==> src/rtl/fetch_pc_unit_if.sv <==
// rtl/fetch_pc_unit_if.sv - instruction fetch bus between fetch_pc_unit and instruction memory
interface fetch_pc_unit_if #(
  parameter int ADDR_W = 32
);
  logic [ADDR_W-1:0] fetch_addr;
  logic              fetch_en;
  logic [31:0]       mem_rdata;

  // fetch unit drives the address/enable and consumes the returned word
  modport master (
    output fetch_addr,
    output fetch_en,
    input  mem_rdata
  );

  // memory side
  modport slave (
    input  fetch_addr,
    input  fetch_en,
    output mem_rdata
  );
endinterface

==> src/rtl/fetch_pc_unit.sv <==
// rtl/fetch_pc_unit.sv - multicycle MIPS PC/IR/branch-target owner (optional FETCH_PERF_CNT_EN counters)
module fetch_pc_unit #(
  parameter int                ADDR_W   = 32,
  parameter logic [ADDR_W-1:0] RESET_PC = '0
) (
  input  logic              clk,
  input  logic              rst,
  input  logic [3:0]        state,
  input  logic              alu_zero,
  fetch_pc_unit_if.master   mem_if,
  output logic [ADDR_W-1:0] pc,
  output logic [5:0]        opcode,
  output logic [4:0]        rs,
  output logic [4:0]        rt,
  output logic [4:0]        rd,
  output logic [5:0]        funct,
  output logic [31:0]       imm_sext,
  output logic              branch_taken
`ifdef FETCH_PERF_CNT_EN
  ,
  output logic [31:0]       instr_count,
  output logic [31:0]       taken_count
`endif
);

  // controller state codes that touch PC/IR/btgt; everything else holds
  localparam logic [3:0] S_FETCH  = 4'd0;
  localparam logic [3:0] S_DECODE = 4'd1;
  localparam logic [3:0] S_BEQ    = 4'd8;
  localparam logic [3:0] S_JUMP   = 4'd11;
  localparam logic [3:0] S_BNE    = 4'd12;

  // a misaligned reset vector is a configuration error; keep PC word aligned anyway
  localparam logic [ADDR_W-1:0] RESET_PC_ALIGNED = {RESET_PC[ADDR_W-1:2], 2'b00};
  localparam logic [ADDR_W-1:0] PC_STEP          = ADDR_W'(4);

  logic [ADDR_W-1:0] pc_q, pc_d;
  logic [31:0]       ir_q, ir_d;
  logic [ADDR_W-1:0] btgt_q, btgt_d;
  logic              branch_taken_q, branch_taken_d;
  logic [ADDR_W-1:0] br_off;

  // word offset of a branch: sign-extended immediate scaled by 4
  assign br_off = {{(ADDR_W-18){ir_q[15]}}, ir_q[15:0], 2'b00};

  // next-state of PC, IR, branch target and taken pulse from the controller state
  always_comb begin
    pc_d           = pc_q;
    ir_d           = ir_q;
    btgt_d         = btgt_q;
    branch_taken_d = 1'b0;
    case (state)
      S_FETCH: begin
        ir_d = mem_if.mem_rdata;
        pc_d = pc_q + PC_STEP;
      end
      S_DECODE: begin
        btgt_d = pc_q + br_off;
      end
      S_BEQ: begin
        if (alu_zero) begin
          pc_d           = btgt_q;
          branch_taken_d = 1'b1;
        end
      end
      S_BNE: begin
        if (!alu_zero) begin
          pc_d           = btgt_q;
          branch_taken_d = 1'b1;
        end
      end
      S_JUMP: begin
        pc_d           = {pc_q[ADDR_W-1:28], ir_q[25:0], 2'b00};
        branch_taken_d = 1'b1;
      end
      default: ;
    endcase
  end

  // architectural registers; reset may land mid-instruction
  always_ff @(posedge clk or posedge rst) begin
    if (rst) begin
      pc_q           <= RESET_PC_ALIGNED;
      ir_q           <= '0;
      btgt_q         <= '0;
      branch_taken_q <= 1'b0;
    end else begin
      pc_q           <= pc_d;
      ir_q           <= ir_d;
      btgt_q         <= btgt_d;
      branch_taken_q <= branch_taken_d;
    end
  end

`ifdef FETCH_PERF_CNT_EN
  logic [31:0] instr_count_q, instr_count_d;
  logic [31:0] taken_count_q, taken_count_d;

  // fetch and taken-branch event counters, free-running with wrap
  always_comb begin
    instr_count_d = instr_count_q;
    taken_count_d = taken_count_q;
    if (state == S_FETCH) begin
      instr_count_d = instr_count_q + 32'd1;
    end
    if (branch_taken_d) begin
      taken_count_d = taken_count_q + 32'd1;
    end
  end

  // counter registers
  always_ff @(posedge clk or posedge rst) begin
    if (rst) begin
      instr_count_q <= '0;
      taken_count_q <= '0;
    end else begin
      instr_count_q <= instr_count_d;
      taken_count_q <= taken_count_d;
    end
  end

  assign instr_count = instr_count_q;
  assign taken_count = taken_count_q;
`endif

  assign mem_if.fetch_addr = pc_q;
  assign mem_if.fetch_en   = (state == S_FETCH);
  assign pc                = pc_q;
  assign opcode            = ir_q[31:26];
  assign rs                = ir_q[25:21];
  assign rt                = ir_q[20:16];
  assign rd                = ir_q[15:11];
  assign funct             = ir_q[5:0];
  assign imm_sext          = {{16{ir_q[15]}}, ir_q[15:0]};
  assign branch_taken      = branch_taken_q;

endmodule

==> src/flat_wrapper.sv <==
// flat-port wrapper written by rule: the top's interface ports become plain ports
module fetch_pc_unit_flat 
#(
  parameter int                ADDR_W   = 32,
  parameter logic [ADDR_W-1:0] RESET_PC = '0
)
  (clk, rst, state, alu_zero, pc, opcode, rs, rt, rd, funct, imm_sext, branch_taken, mem_if_fetch_addr, mem_if_fetch_en, mem_if_mem_rdata);
  fetch_pc_unit_if #(.ADDR_W(ADDR_W)) mem_if_i ();
  input  logic clk;
  input  logic rst;
  input  logic [3:0] state;
  input  logic alu_zero;
  output logic [ADDR_W-1:0] pc;
  output logic [5:0] opcode;
  output logic [4:0] rs;
  output logic [4:0] rt;
  output logic [4:0] rd;
  output logic [5:0] funct;
  output logic [31:0] imm_sext;
  output logic branch_taken;
  output wire logic [$bits(mem_if_i.fetch_addr)-1:0] mem_if_fetch_addr;
  output wire logic [$bits(mem_if_i.fetch_en)-1:0] mem_if_fetch_en;
  input wire logic [$bits(mem_if_i.mem_rdata)-1:0] mem_if_mem_rdata;
  assign mem_if_fetch_addr = mem_if_i.fetch_addr;
  assign mem_if_fetch_en = mem_if_i.fetch_en;
  assign mem_if_i.mem_rdata = mem_if_mem_rdata;
  fetch_pc_unit #(.ADDR_W(ADDR_W), .RESET_PC(RESET_PC)) u_core (.clk(clk), .rst(rst), .state(state), .alu_zero(alu_zero), .mem_if(mem_if_i), .pc(pc), .opcode(opcode), .rs(rs), .rt(rt), .rd(rd), .funct(funct), .imm_sext(imm_sext), .branch_taken(branch_taken));
endmodule
==> config.mk <==
export PLATFORM = sky130hd
export DESIGN_NAME = fetch_pc_unit_flat
export DESIGN_NICKNAME = d
export VERILOG_FILES = /design/src/rtl/fetch_pc_unit_if.sv /design/src/rtl/fetch_pc_unit.sv /design/src/flat_wrapper.sv
export SDC_FILE = /design/constraint.sdc
export NUM_CORES = 1
export LEC_CHECK = 0
export CORE_ASPECT_RATIO = 0.6
export CORE_UTILIZATION = 30
export DETAILED_ROUTE_END_ITERATION = 8
export DONT_BUFFER_PORTS = 1
export SLEW_MARGIN = 25
export SYNTH_ARGS = -nofsm -noshare
export SYNTH_HDL_FRONTEND = slang
export SYNTH_SLANG_ARGS = --single-unit
==> constraint.sdc <==
create_clock -name clk -period 9.6 [get_ports clk]
set_clock_uncertainty 0.2 [all_clocks]
set_input_delay 1.44 -clock clk [delete_from_list [all_inputs] [get_ports clk]]
set_output_delay 1.44 -clock clk [all_outputs]
set_load 0.02 [all_outputs]
==> summary.json <==
{
  "status": "complete, but fails checks",
  "violated_checks": "DRC",
  "hold-worst-slack_ns": 0.282,
  "grt_first_pass_wirelength_um": 28800,
  "tns_ns": 0,
  "tritoncts_num_sinks": 97,
  "antenna_violating_nets_post_route": 0,
  "grt-ovfl-total": 0,
  "diodes": 0,
  "root_buffer": "sky130_fd_sc_hd__clkbuf_16",
  "initial_core_util_pct": 30.9,
  "max_freq_mhz": 210,
  "syn_avg_cell_area_um2": 9.13,
  "setup_viol": 0,
  "crit_path_end_kind": "primary output",
  "post_route_cells_drive_above_1_share_pct": 11.1,
  "worstHoldPathCells": 2,
  "die_area_um2": 22400,
  "number_of_antenna_violations_at_the_first_check_in_global_routing": 0,
  "crit_path_top_delay_cell": "sky130_fd_sc_hd__buf_4",
  "hold_path.class": "reg2reg",
  "synth_seq_cells": 97,
  "async_reset_ff_share_pct": 100,
  "site_rows": 41,
  "postCtsSetupBuffers": 0,
  "clock_tree.buffer_depth": 2,
  "holdBufCountCts": 0,
  "critPathArrivalTime_ns": 3.13,
  "route.detailed.wl_per_inst_um": 19.9,
  "ys_types": 63,
  "drc": 22,
  "die_y_um": 116,
  "cp-start-kind": "input pin",
  "tightestPinTransition_ns": 0.758,
  "cts.htree.levels": 3,
  "cts_buf_count": 9,
  "layout.area.seq_um2": 2430,
  "multiInputGateArea_um2": 3490,
  "synth.net_count": 787,
  "post-route-period-util_pct": 49.7,
  "irDropWorstVdd_mv": 0.179,
  "biggest_fanout_along_the_worst_timing_path": 28,
  "tritoncts": "done",
  "routed_wirelength_um": 18500,
  "grt.total_usage_pct": 17.0,
  "clk_pin_slew_worst_paths_ns": 0.06,
  "io_buffer_count": 0,
  "grt_pass1_vias": 4728,
  "syn-cell-area_um2": 6550,
  "power.density_cell_area_nw_per_um2": 331,
  "syn-instance-count": 717,
  "ys.flop_type": "sky130_fd_sc_hd__dfrtp_1",
  "timing.critical_path.cells": "and3b_1 -> and2_1 -> buf_4 -> or2_1 -> nor2_4 -> buf_4",
  "cts-resized-gates": 0,
  "critical_path_class": "in2out",
  "dp.final_hpwl_um": 13200,
  "ioPinCount": 164,
  "drtIter0Drc": 555,
  "area_delta_synth_final_pct": 2.22,
  "die_x_um": 193,
  "path_depth_of_the_worst_reg2reg_path": 11,
  "dr_total_vias": 5106,
  "rsz0062_at_grt": "no",
  "cellLeakagePower_nw": 2.80,
  "final.fill_count": 2194,
  "synth_edf_count": 0,
  "timing_hold_violations_final": 0,
  "clk_latency_ns": 0.35,
  "max_stage_delay_ns": 0.41,
  "pin_count_of_the_biggest_net_entering_global_routing": 63,
  "worst_ep_required_time_ns": 7.96,
  "crit_family": "simple AND/OR/NAND/NOR gates",
  "cell_seen_most_often_among_critical_path_stages": "sky130_fd_sc_hd__buf_4",
  "floorplan.core_area_um2": 21200,
  "place.gp.congestion": 0.905,
  "period_minus_slack_ns": 4.77,
  "path_depth": 6,
  "final-max-slew-violation-count": 0,
  "synth.yosys.warnings": 0,
  "worst-path-buf-inv": 2,
  "final_net_count": 714,
  "relSlewSlack_pct": 49.5,
  "max_cap_viols": 0,
  "drtPass1Iterations": 8,
  "avgViaCountPerCell": 5.50,
  "ys_seq_area_share_pct": 37.1
}
placed cells by master (no fill, tap or decap), drive strengths merged, types with 6 or more instances in the layout:
master,n
nor2b,7
a21oi,38
a22o,8
xor2,12
nor3b,6
and3,15
xnor2,15
nand2,73
nand4,9
clkbuf,14
o21ai,94
mux2,35
o21a,6
nor2,33
ha,30
a211oi,9
a22oi,7
nand3,6
a31oi,9
dfrtp,97
inv,11
a221oi,15
nor3,13
buf,10
and2,7
a21o,16
cell families after synthesis:
| family | after synthesis | synth area share (%) |
|---|---|---|
| DFF | 97 | 37.1 |
| muxes | 36 | 6.17 |
| and+or+nand+nor | 188 | 14.2 |
| AOI/OAI and AO/OA | 233 | 23.2 |
| buffers and inverters | 105 | 9.71 |
| xor gates and xnor gates | 27 | 3.61 |
| adders and majority gates | 31 | 6.04 |
per-layer routing:
metal	GRT usage (%)	up-vias	wire length, um
met5	0	-	0
met4	2.89	0	106
met3	6.07	11	2100
met2	21.8	242	6830
met1	26.6	2425	9480
li1	-	2428	-
stage by stage:
stage | util, % | area (um^2) | total power [mW] | cells | worst slack, ns
2_1_floorplan | - | 6550 | 1.70 | 717 | 5.14
3_3_place_gp | 30.2 | 6390 | 1.82 | 912 | 4.86
3_5_place_dp | 30.2 | 6390 | 1.83 | 912 | 4.82
4_1_cts | 31.6 | 6690 | 2.22 | 928 | 4.81
5_1_grt | 31.6 | 6690 | 2.39 | 928 | 4.73
6_report | 31.6 | 6690 | 2.22 | 928 | 4.83
state kept, by name, indices dropped and copies added (netlist names):
register	cells
u_core.mem_if.fetch_addr	32
u_core.ir_q	32
u_core.btgt_q	32
u_core.branch_taken	1
worst paths after layout:
kind                       slack, ns                end              start
hold / removal                  0.28  u_core.btgt_q[25]  u_core.btgt_q[25]
hold reg to reg                 0.28  u_core.btgt_q[25]  u_core.btgt_q[25]
setup reg to reg                5.91  u_core.btgt_q[24]     u_core.ir_q[0]
setup / recovery                4.83    mem_if_fetch_en           state[1]
max in group asynchronous       7.22  u_core.btgt_q[19]                rst
min in group asynchronous       0.81     u_core.ir_q[1]                rst
area by class of cell:
class | count | area share, %
flip-flops and latches | 97 | 36.3
clock inverters | 2 | 0.561
repair buffers | 10 | 1.12
clock buffers | 14 | 3.94
inverters | 11 | 0.654
well taps | 279 | 5.21
multi-input cells | 515 | 52.2
worst reg2reg max path, cell delays in order (launching register included):
cell                       delay, ns
sky130_fd_sc_hd__dfrtp_1        0.72
sky130_fd_sc_hd__ha_1           0.33
sky130_fd_sc_hd__inv_1          0.07
sky130_fd_sc_hd__fa_1           0.41
sky130_fd_sc_hd__nor2b_1        0.20
sky130_fd_sc_hd__o31a_1         0.21
sky130_fd_sc_hd__o31ai_1        0.14
sky130_fd_sc_hd__a211oi_1       0.40
sky130_fd_sc_hd__o21ai_0        0.20
sky130_fd_sc_hd__a21oi_1        0.36
sky130_fd_sc_hd__mux2i_1        0.23
sky130_fd_sc_hd__o21ai_0        0.08
cells in the mapped netlist (12+ instances only):
master                     number  area share (%)
sky130_fd_sc_hd__a21o_1        16             1.8
sky130_fd_sc_hd__a21oi_1       37             2.8
sky130_fd_sc_hd__a221oi_1      14             1.9
sky130_fd_sc_hd__and3_1        15             1.4
sky130_fd_sc_hd__buf_4         62             7.1
sky130_fd_sc_hd__clkbuf_1      24             1.4
sky130_fd_sc_hd__dfrtp_1       97              37
sky130_fd_sc_hd__ha_1          30             5.7
sky130_fd_sc_hd__mux2_2        35             6.0
sky130_fd_sc_hd__nand2_1       73             4.2
sky130_fd_sc_hd__nor2_1        32             1.8
sky130_fd_sc_hd__nor3_1        13            0.99
sky130_fd_sc_hd__o21ai_0       90             6.9
sky130_fd_sc_hd__xnor2_1       15             2.0
sky130_fd_sc_hd__xor2_1        12             1.6
report_power, final:
group          leakage [nW]  internal [mW]  total (mW)  switching [mW]
sequential             1.21          0.552       0.980           0.428
combinational          1.45          0.362       0.863           0.501
clock                 0.143          0.217       0.375           0.158
total                  2.80           1.13        2.22            1.09
(Power assumes the default switching activity.)
==> variant 1 (config.mk and constraints unchanged) <==
`ADDR_W` is set to 32 in 3 places; all go to 64.
--- a/src/rtl/fetch_pc_unit_if.sv
+++ b/src/rtl/fetch_pc_unit_if.sv
@@ -1,6 +1,6 @@
 // rtl/fetch_pc_unit_if.sv - instruction fetch bus between fetch_pc_unit and instruction memory
 interface fetch_pc_unit_if #(
-  parameter int ADDR_W = 32
+  parameter int ADDR_W = 64
 );
   logic [ADDR_W-1:0] fetch_addr;
   logic              fetch_en;
--- a/src/rtl/fetch_pc_unit.sv
+++ b/src/rtl/fetch_pc_unit.sv
@@ -1,6 +1,6 @@
 // rtl/fetch_pc_unit.sv - multicycle MIPS PC/IR/branch-target owner (optional FETCH_PERF_CNT_EN counters)
 module fetch_pc_unit #(
-  parameter int                ADDR_W   = 32,
+  parameter int                ADDR_W   = 64,
   parameter logic [ADDR_W-1:0] RESET_PC = '0
 ) (
   input  logic              clk,
--- a/src/flat_wrapper.sv
+++ b/src/flat_wrapper.sv
@@ -1,7 +1,7 @@
 // flat-port wrapper written by rule: the top's interface ports become plain ports
 module fetch_pc_unit_flat 
 #(
-  parameter int                ADDR_W   = 32,
+  parameter int                ADDR_W   = 64,
   parameter logic [ADDR_W-1:0] RESET_PC = '0
 )
   (clk, rst, state, alu_zero, pc, opcode, rs, rt, rd, funct, imm_sext, branch_taken, mem_if_fetch_addr, mem_if_fetch_en, mem_if_mem_rdata);
Interface: changed (resized mem_if_fetch_addr and pc); port bits go from 164 to 228. The function was not compared with the original's and may differ.
==> variant 1 against the original RTL <==
- the flow still finishes with violations (design-rule violations)
- design area up 86%
- total power up 67%
- worst setup slack better by 0.50 ns
- sequential cell count up 64
- area after synthesis up 84%
- maximum frequency up 12%
- combinational power up 73%
- final cell count up 100%
- wire length up 130%
==> variant 1: results (changes against the original RTL) <==
* Portion of netlist area occupied by mux cells at 0.0307 (was 0.0617)
* Drc violations at 20 (was 22)
* Ranking of synthesized cells by instance count: sky130_fd_sc_hd__o21ai_0, sky130_fd_sc_hd__dfrtp_1, sky130_fd_sc_hd__nand2_1 (was sky130_fd_sc_hd__dfrtp_1, sky130_fd_sc_hd__o21ai_0, sky130_fd_sc_hd__nand2_1)
* Final net count at 1447 (was 714)
* Sequential portion of the cell area at 0.323 (was 0.363)
* Share of the synthesized area in compound gates (AO/OA/AOI/OAI) at 0.246 (was 0.232)
* Peak supply drop at 81.0 uV (was 179 uV)
* Fraction of final layout cells sized beyond drive strength 1 at 0.0766 (was 0.111)
* Placed cell count at 1847 (was 912)
* Filler Cells Inserted at 4134 (was 2194)
* Tightest slew margin relative to the limit at 0.349 (was 0.495)
* Leakage Power at 5.00 nW (was 2.80 nW)
* Met1 WL at 20300 um (was 9480 um)
* Min Hold Slack at 0.279 ns (was 0.282 ns)
* Cts bufs inserted at 17 (was 9)
* Met2 WL post-DR at 15900 um (was 6830 um)
* Initial antenna violation count at 1 (was 0)
* Vias in the first global route at 9920 (was 4728)
* Crit. End Element: register (was output pin)
* First-pass DRT Iterations at 9 (was 8)
* Proportion of cell area spent on the clock network at 0.0453 (was 0.0450)
* Outcome: complete, but fails checks (unchanged)
* Critical R2R Capture: u_core.mem_if.fetch_addr[59]$_DFFE_PP0P_ (was u_core.btgt_q[24]$_DFFE_PP0N_)
* CP max FO at 8 (was 28)
* Final HPWL DP at 30400 um (was 13200 um)
* FF-to-FF setup slack at 5.34 ns (was 5.91 ns)
* Amount of wire on met3 after detailed routing at 4660 um (was 2100 um)
* Number of core rows at 56 (was 41)
* Violations in the final reports: design-rule violations (unchanged)
* Sequential-to-total area share from yosys stat at 0.333 (was 0.371)
* Maximum number of pins on one net before global-route repair at 96 (was 63)
* Via-to-Cell Ratio at 5.87 (was 5.50)
* Total number of H-tree levels at 4 (was 3)
* Path depth of the worst reg2reg path at 9 (was 11)
* Worst Hold End: u_core.btgt_q[0]$_DFFE_PP0N_ (was u_core.btgt_q[25]$_DFFE_PP0N_)
variant 1: power groups by stage:
stage               Combinational, mW  Clock [mW]  Sequential, mW
floorplan                        1.37           0            1.26
CTS                              1.46       0.694            1.54
detailed placement               1.45           0            1.55
finish                           1.49       0.680            1.54
global placement                 1.43           0            1.55
global route                     1.66       0.721            1.59
variant 1: worst register-to-register path, cell delays in order (launching register included):
cell                      delay (ns)
sky130_fd_sc_hd__dfrtp_1        0.71
sky130_fd_sc_hd__nand3_1        0.35
sky130_fd_sc_hd__nor3_1         0.83
sky130_fd_sc_hd__nand4_1        0.34
sky130_fd_sc_hd__nor3_1         0.50
sky130_fd_sc_hd__nand3_1        0.49
sky130_fd_sc_hd__nor3_1         0.39
sky130_fd_sc_hd__nor2_1         0.06
sky130_fd_sc_hd__o21ai_0        0.13
sky130_fd_sc_hd__o21ai_0        0.11
==> variant 2 (config.mk and constraints unchanged) <==
Without the edit above. The output `branch_taken` loses its register stage (`branch_taken_q` becomes a continuous assignment).
--- a/src/rtl/fetch_pc_unit.sv
+++ b/src/rtl/fetch_pc_unit.sv
@@ -83,14 +83,14 @@
       pc_q           <= RESET_PC_ALIGNED;
       ir_q           <= '0;
       btgt_q         <= '0;
-      branch_taken_q <= 1'b0;
     end else begin
       pc_q           <= pc_d;
       ir_q           <= ir_d;
       btgt_q         <= btgt_d;
-      branch_taken_q <= branch_taken_d;
     end
   end
+
+  assign branch_taken_q = branch_taken_d;
 
 `ifdef FETCH_PERF_CNT_EN
   logic [31:0] instr_count_q, instr_count_d;
Check against the original RTL: not equivalent (Yosys sat finds a counterexample within 4 cycles, from zero or initial values and one cycle with rst high).
==> variant 2 against the original RTL <==
- worst setup slack improved by 0.58 ns
- wire length increased by 7.8%
- first-iteration DRC count decreased by 27%
- largest cell class unchanged
- sequential cell count decreased by 1
- total power increased by 1.9%
- area after synthesis increased by 1.6%
- sequential power about the same
- design area increased by 1.1%
- synthesized cell count increased by 4.5%
- clock power decreased by 2%
- critical endpoint unchanged
- critical path type unchanged
- register-to-register slack improved by 0.35 ns
==> variant 2: results (changes against the original RTL) <==
* Maximum number of pins on one net before global-route repair at 68 (was 63)
* Met2 WL post-DR at 7500 um (was 6830 um)
* Min Hold Slack at 0.286 ns (was 0.282 ns)
* Non-Filler Instances at 959 (was 928)
* Filler Cells Inserted at 2211 (was 2194)
* Share of the synthesized area in compound gates (AO/OA/AOI/OAI) at 0.231 (was 0.232)
* Signal arrival time at the worst endpoint at 2.55 ns (was 3.13 ns)
* First-pass DRT Iterations at 5 (was 8)
* Path depth of the worst reg2reg path at 10 (was 11)
* Number of vias in the routed layout at 5482 (was 5106)
* Vias in the first global route at 5115 (was 4728)
* Final HPWL DP at 14500 um (was 13200 um)
* FF-to-FF setup slack at 6.26 ns (was 5.91 ns)
* Achievable Freq at 0.239 GHz (was 0.210 GHz)
* First-pass GRT wire length at 31200 um (was 28800 um)
* Outcome: finished, final reports clean (was complete, but fails checks)
* Leakage Power at 2.76 nW (was 2.80 nW)
* Reg2reg start: u_core.mem_if.fetch_addr[2]$_DFFE_PP0P_ (was u_core.ir_q[0]$_DFFE_PP0P_)
* Area share of fa/ha/maj cells after synthesis at 0.0594 (was 0.0604)
* Clock input transition at the sequential cells of the worst setup and hold paths at 0.08 ns (was 0.06 ns)
* Cell variety after synth at 68 (was 63)
* Portion of netlist area occupied by mux cells at 0.0542 (was 0.0617)
* Synthesized-area fraction occupied by xor and xnor cells at 0.0316 (was 0.0361)
* Standard cell area after detailed placement at 6480 um2 (was 6390 um2)
* Met1 WL at 9750 um (was 9480 um)
* CP max FO at 39 (was 28)
* Iter 0 DRT Violations at 403 (was 555)
* Peak supply drop at 147 uV (was 179 uV)
[variant 2: cell type report]
cell class | count | area, um2 | area share
clock inverter | 7 | 61.3 | 0.00906
inverter | 19 | 73.8 | 0.0109
tap | 279 | 349 | 0.0516
clock buffer | 9 | 225 | 0.0333
sequential | 96 | 2410 | 0.356
timing repair buffer | 11 | 82.6 | 0.0122
multi-input combinational | 538 | 3570 | 0.527
[variant 2: report_power, final]
group	switching, mW	total (mW)	internal (mW)
sequential	0.432	0.978	0.546
combinational	0.549	0.914	0.365
clock	0.187	0.369	0.182
[variant 2: per-layer routing]
metal / vias to the layer above / global-route usage
li1: 2547 / -
met3: 19 / 0.0825
met1: 2673 / 0.262
met4: 0 / 0.0273
met5: - / 0
met2: 243 / 0.232
[variant 2: tightest hold or removal path, stage by stage, from the launching register on]
cell and delay, ns:
sky130_fd_sc_hd__dfrtp_1 0.35, sky130_fd_sc_hd__nand2_1 0.05, sky130_fd_sc_hd__nand2_1 0.06
